===== src/rtl/ctrl_pipe_mc_pkg.sv =====
// ctrl_pipe_mc_pkg: shared types and constants for the controller pipeline.
//   - div_state_e : divide handshake FSM states
//   - stage_sel_e : per-stage register update select
//   - flat_width(): width of the flat stage bus
package ctrl_pipe_mc_pkg;

   localparam int unsigned CW_DEFAULT      = 20;
   localparam int unsigned STAGES_DEFAULT  = 3;
   // Must match the bit the decoders use to flag a divide in the control word.
   localparam int unsigned DIV_BIT_DEFAULT = 6;

   typedef enum logic [1:0] {
      StIdle = 2'b00,
      StBusy = 2'b01,
      StDone = 2'b10
   } div_state_e;

   typedef enum logic [1:0] {
      SelHold   = 2'b00,
      SelBubble = 2'b01,
      SelLoad   = 2'b10
   } stage_sel_e;

   function automatic int unsigned flat_width(input int unsigned cw, input int unsigned stages);
      return cw * stages;
   endfunction

endpackage


===== src/rtl/ctrl_pipe_mc_stage_reg.sv =====
// ctrl_stage_reg: one pipeline stage (control word + valid) with async reset.
//   clk, rst        : clock, async active-high reset
//   sel             : hold / bubble / load
//   d_ctrl, d_valid : incoming stage contents
//   q_ctrl, q_valid : registered stage contents
module ctrl_stage_reg
   import ctrl_pipe_mc_pkg::*;
#(
   parameter int unsigned CW = CW_DEFAULT
) (
   input  logic          clk,
   input  logic          rst,
   input  stage_sel_e    sel,
   input  logic [CW-1:0] d_ctrl,
   input  logic          d_valid,
   output logic [CW-1:0] q_ctrl,
   output logic          q_valid
);

   always_ff @(posedge clk or posedge rst) begin
      if (rst) begin
         q_ctrl  <= '0;
         q_valid <= 1'b0;
      end else begin
         unique case (sel)
            SelLoad: begin
               q_ctrl  <= d_ctrl;
               q_valid <= d_valid;
            end
            // A bubble clears the whole word so no enable can leak through.
            SelBubble: begin
               q_ctrl  <= '0;
               q_valid <= 1'b0;
            end
            default: begin
               q_ctrl  <= q_ctrl;
               q_valid <= q_valid;
            end
         endcase
      end
   end

endmodule


===== src/rtl/ctrl_pipe_mc.sv =====
// ctrl_pipe_mc: control-word pipeline from Decode through STAGES stages
// (stage 0 = Execute) with valid bits, global hold, Execute bubble and a
// multi-cycle divide handshake.
//   ctrlD, validD       : decoded control word and its valid
//   flushE              : bubble into Execute
//   hold                : freeze every stage
//   div_ready           : divider result pulse
//   ctrl_o, valid_o     : stage k at ctrl_o[k*CW +: CW], valid_o[k]
//   div_start           : launch pulse to the divider
//   div_stall           : freeze PC/Fetch/Decode/Execute
//   div_busy            : divide in flight or result waiting on hold
module ctrl_pipe_mc
   import ctrl_pipe_mc_pkg::*;
#(
   parameter int unsigned CW      = CW_DEFAULT,
   parameter int unsigned STAGES  = STAGES_DEFAULT,
   parameter int unsigned DIV_BIT = DIV_BIT_DEFAULT
) (
   input  logic                              clk,
   input  logic                              rst,
   input  logic [CW-1:0]                     ctrlD,
   input  logic                              validD,
   input  logic                              flushE,
   input  logic                              hold,
   input  logic                              div_ready,
   output logic [flat_width(CW, STAGES)-1:0] ctrl_o,
   output logic [STAGES-1:0]                 valid_o,
   output logic                              div_start,
   output logic                              div_stall,
   output logic                              div_busy
);

   div_state_e state_q, state_d;
   stage_sel_e stage_sel [STAGES];
   logic       exe_div;

   assign exe_div = valid_o[0] & ctrl_o[DIV_BIT];

   // Stage registers; stage 0 is fed from Decode, stage k from stage k-1.
   for (genvar k = 0; k < STAGES; k++) begin : g_stage
      logic [CW-1:0] d_ctrl;
      logic          d_valid;
      if (k == 0) begin : g_first
         assign d_ctrl  = ctrlD;
         assign d_valid = validD;
      end else begin : g_rest
         assign d_ctrl  = ctrl_o[(k-1)*CW +: CW];
         assign d_valid = valid_o[k-1];
      end
      ctrl_stage_reg #(
         .CW (CW)
      ) u_reg (
         .clk     (clk),
         .rst     (rst),
         .sel     (stage_sel[k]),
         .d_ctrl  (d_ctrl),
         .d_valid (d_valid),
         .q_ctrl  (ctrl_o[k*CW +: CW]),
         .q_valid (valid_o[k])
      );
   end

   // Update select, highest priority first: hold, divide stall, flush.
   always_comb begin
      for (int k = 0; k < STAGES; k++) begin
         stage_sel[k] = SelLoad;
      end
      if (hold) begin
         for (int k = 0; k < STAGES; k++) begin
            stage_sel[k] = SelHold;
         end
      end else if (div_stall) begin
         stage_sel[0] = SelHold;
         stage_sel[1] = SelBubble;
      end else if (flushE) begin
         stage_sel[0] = SelBubble;
      end
   end

   always_ff @(posedge clk or posedge rst) begin
      if (rst) begin
         state_q <= StIdle;
      end else begin
         state_q <= state_d;
      end
   end

   always_comb begin
      state_d   = state_q;
      div_start = 1'b0;
      div_stall = 1'b0;
      unique case (state_q)
         StIdle: begin
            if (exe_div) begin
               div_stall = 1'b1;
               if (!hold) begin
                  div_start = 1'b1;
                  state_d   = StBusy;
               end
            end
         end
         StBusy: begin
            if (div_ready) begin
               // A result arriving under hold must be remembered until hold drops.
               state_d = hold ? StDone : StIdle;
            end else begin
               div_stall = 1'b1;
            end
         end
         StDone: begin
            if (hold) begin
               div_stall = 1'b1;
            end else begin
               state_d = StIdle;
            end
         end
         default: state_d = StIdle;
      endcase
   end

   assign div_busy = (state_q != StIdle);

endmodule

===== config.mk =====
export PLATFORM = sky130hd
export DESIGN_NAME = ctrl_pipe_mc
export DESIGN_NICKNAME = d
export VERILOG_FILES = /design/src/rtl/ctrl_pipe_mc_pkg.sv /design/src/rtl/ctrl_pipe_mc_stage_reg.sv /design/src/rtl/ctrl_pipe_mc.sv
export SDC_FILE = /design/constraint.sdc
export NUM_CORES = 1
export LEC_CHECK = 0
export CAP_MARGIN = 20
export CELL_PAD_IN_SITES_DETAIL_PLACEMENT = 2
export CELL_PAD_IN_SITES_GLOBAL_PLACEMENT = 2
export CORE_UTILIZATION = 30
export DETAILED_ROUTE_END_ITERATION = 8
export PLACE_DENSITY_LB_ADDON = 0.1
export SLEW_MARGIN = 20
export SYNTH_ARGS = -nofsm -noshare
export SYNTH_HDL_FRONTEND = slang
export SYNTH_SLANG_ARGS = --single-unit
export TNS_END_PERCENT = 20

===== constraint.sdc =====
create_clock -name clk -period 4.7 [get_ports clk]
set_input_delay 1.41 -clock clk [delete_from_list [all_inputs] [get_ports clk]]
set_output_delay 1.41 -clock clk [all_outputs]
set_load 0.03 [all_outputs]

==> results.cfg <==
[global_route]
grt_overflow_total = 0
grt_pass1_vias = 2045
grt_util_all_layers = 0.157
grt_pass1_wl_um = 10600
antenna_found_initial = 0
grt_max_degree = 56

[timing]
relSlewSlack = 0.459
setup_viol = 0
timing_hold_violations_final = 0
slew_violations = 0
period_needed_ns = 3.93
finalSetupTns_ns = 0
skew_ns = 0.00900
worst_pin_slew_ns = 0.811
fin_crit_sh = 0.835
rsz0062_at_grt = false
fmax_mhz = 255

[layout]
fill_cells = 845
syn_to_final_growth_pct = 44.7
nets = 322
drive_gt1_frac = 0.154
n_antenna_cell = 0

[worst_hold_path]
hp-class = reg2reg
whs_endpoint = g_stage[2].u_reg.q_ctrl[10]
holdPathStages = 1
hp-start = g_stage[2].u_reg.q_ctrl[10]

[clock_network]
cts_resized = 0
tritoncts = done
hold_buffers = 0
cts_htree_levels = 3
clk_path_buf_depth = 2
clockRootBuffer = clkbuf_8
cts_sinks = 65
clkTransAtPathRegs_ns = 0.07
cts_buffers = 9
postCtsSetupBuffers = 0
clk_latency_ns = 0.33

[critical_path]
worst-setup-path-type = in2out
crit_fanout = 15
setup.worst_path.start = hold
worst-r2r-setup-slack_ns = 2.15
cp.required_ns = 3.29
r2r-end = g_stage[0].u_reg.q_ctrl[2]
endpoint_kind = output pin
reg2reg_depth = 7
worstReg2RegStart = state_q[0]
cp-start-kind = primary input
crit_arrival_ns = 2.52

[synth]
yosysSeqAreaShare = 0.627
ys_top_cells_by_count = 65 x dfrtp_1, 23 x nand2_1, 23 x nand2b_1
synth_top_area_frac = 0.627
synth-edff-count = 0
syn_avg_cell_area_um2 = 12.7
synth.distinct_cells = 24
yosys_warnings = 0
syn_nets = 232
synth_seq_cells = 65
synthCells = 205
synth.cell_area_um2 = 2590
synth_area_leaders = dfrtp_1 63%, mux2_2 9.1%, a22o_1 6.8%
synth_top_cell_by_area = dfrtp_1
synthArstFlopShare = 1.00
synth_most_common_cell = dfrtp_1
synth_flop_cell = dfrtp_1

[run]
cap_violations = 0

[route]
drt_first_pass_iters = 4
vias = 1889
totalWireLength_um = 6560
wl_per_cell_um = 16.3
antenna_left = 0
drcViolationCount = 0
drt_iter0_drc = 29
vias_per_cell = 4.69

[floorplanning]
rows = 33
die_h_um = 95.0
dieWidth_um = 95.0
initial_utilization = 0.313
die_area_um2 = 9030
coreArea_um2 = 8300
io_pins = 92

[placement]
io_buffers = 91
gp_congestion = 0.705
detailed_place_hpwl_um = 4530

[power_and_ir_drop]
power_mw = 3.01
p_per_area_nw_per_um2 = 801
power.leakage_nw = 1.64
irDropWorstVdd_mv = 0.316

[outcome]
outcome = completed
[critical path, stage by stage]
cell	delay, ns
buf_2	0.19
nor3_1	0.21
clkdlybuf4s50_1	0.71
[through the flow]
stage / instances / instance area [um2] / setup WS (ns) / hold WS [ns] / util
floorplan: 205 / 2590 / 0.836 / 0.478 / -
global placement: 389 / 3570 / 0.771 / 0.487 / 0.430
detailed placement: 389 / 3570 / 0.630 / 0.496 / 0.430
CTS: 403 / 3760 / 0.768 / 0.514 / 0.453
global route: 403 / 3760 / 0.670 / 0.529 / 0.453
finish: 403 / 3760 / 0.774 / 0.506 / 0.453
[final cells by class]
| cell class | count | area [um2] | share of cell area |
|---|---|---|---|
| Multi-Input combinational cell | 122 | 873 | 0.233 |
| Clock inverter | 3 | 42.5 | 0.0113 |
| Clock buffer | 11 | 141 | 0.0376 |
| Tap cell | 105 | 131 | 0.0350 |
| Timing Repair Buffer | 95 | 933 | 0.249 |
| Inverter | 2 | 7.51 | 0.00200 |
| Sequential cell | 65 | 1630 | 0.433 |
[cells in the final DEF, fill, tap and decap left out, types with 5 or more instances in the layout]
cell type	netlist	routed
a22o_1	20	20
dfrtp_1	65	65
buf_4	4	5
clkbuf_8	0	10
nand2b_1	23	23
mux2_2	21	21
o21ai_1	21	21
nand2_1	23	23
clkdlybuf4s50_1	0	89
[state kept, by name, summed over array words and instances (netlist names)]
name	count
state_q	2
g_stage.u_reg.q_ctrl	60
g_stage.u_reg.q_valid	3
[worst max-delay path by stage]
stage | to | cells after the start
final | div_start | 3
after global routing | div_start | 3
after CTS | div_stall | 5
after detailed placement | g_stage[0].u_reg.q_ctrl[2] | 8
after global placement | g_stage[0].u_reg.q_ctrl[19] | 8
after floorplan | div_start | 3
[cells by family after synthesis]
group,Yosys count,share of synthesized area
and+or+nand+nor,54,0.113
DFF,65,0.627
AOI/OAI and AO/OA,45,0.122
adders and majority gates,1,0.00482
muxes,22,0.0950
buffers and inverters,18,0.0376
[power by group]
part | switching, mW | internal [mW]
clock network | 0.203 | 0.253
registers | 0.207 | 0.825
logic | 0.850 | 0.671
total | 1.26 | 1.75
[layer usage]
| layer | track usage | wire (um) |
|---|---|---|
| met1 | 0.201 | 2930 |
| met2 | 0.249 | 3200 |
| met5 | 0 | 0 |
| met4 | 0.0720 | 48 |
| met3 | 0.0411 | 380 |
Note: power is estimated with default switching activity, not from simulation.
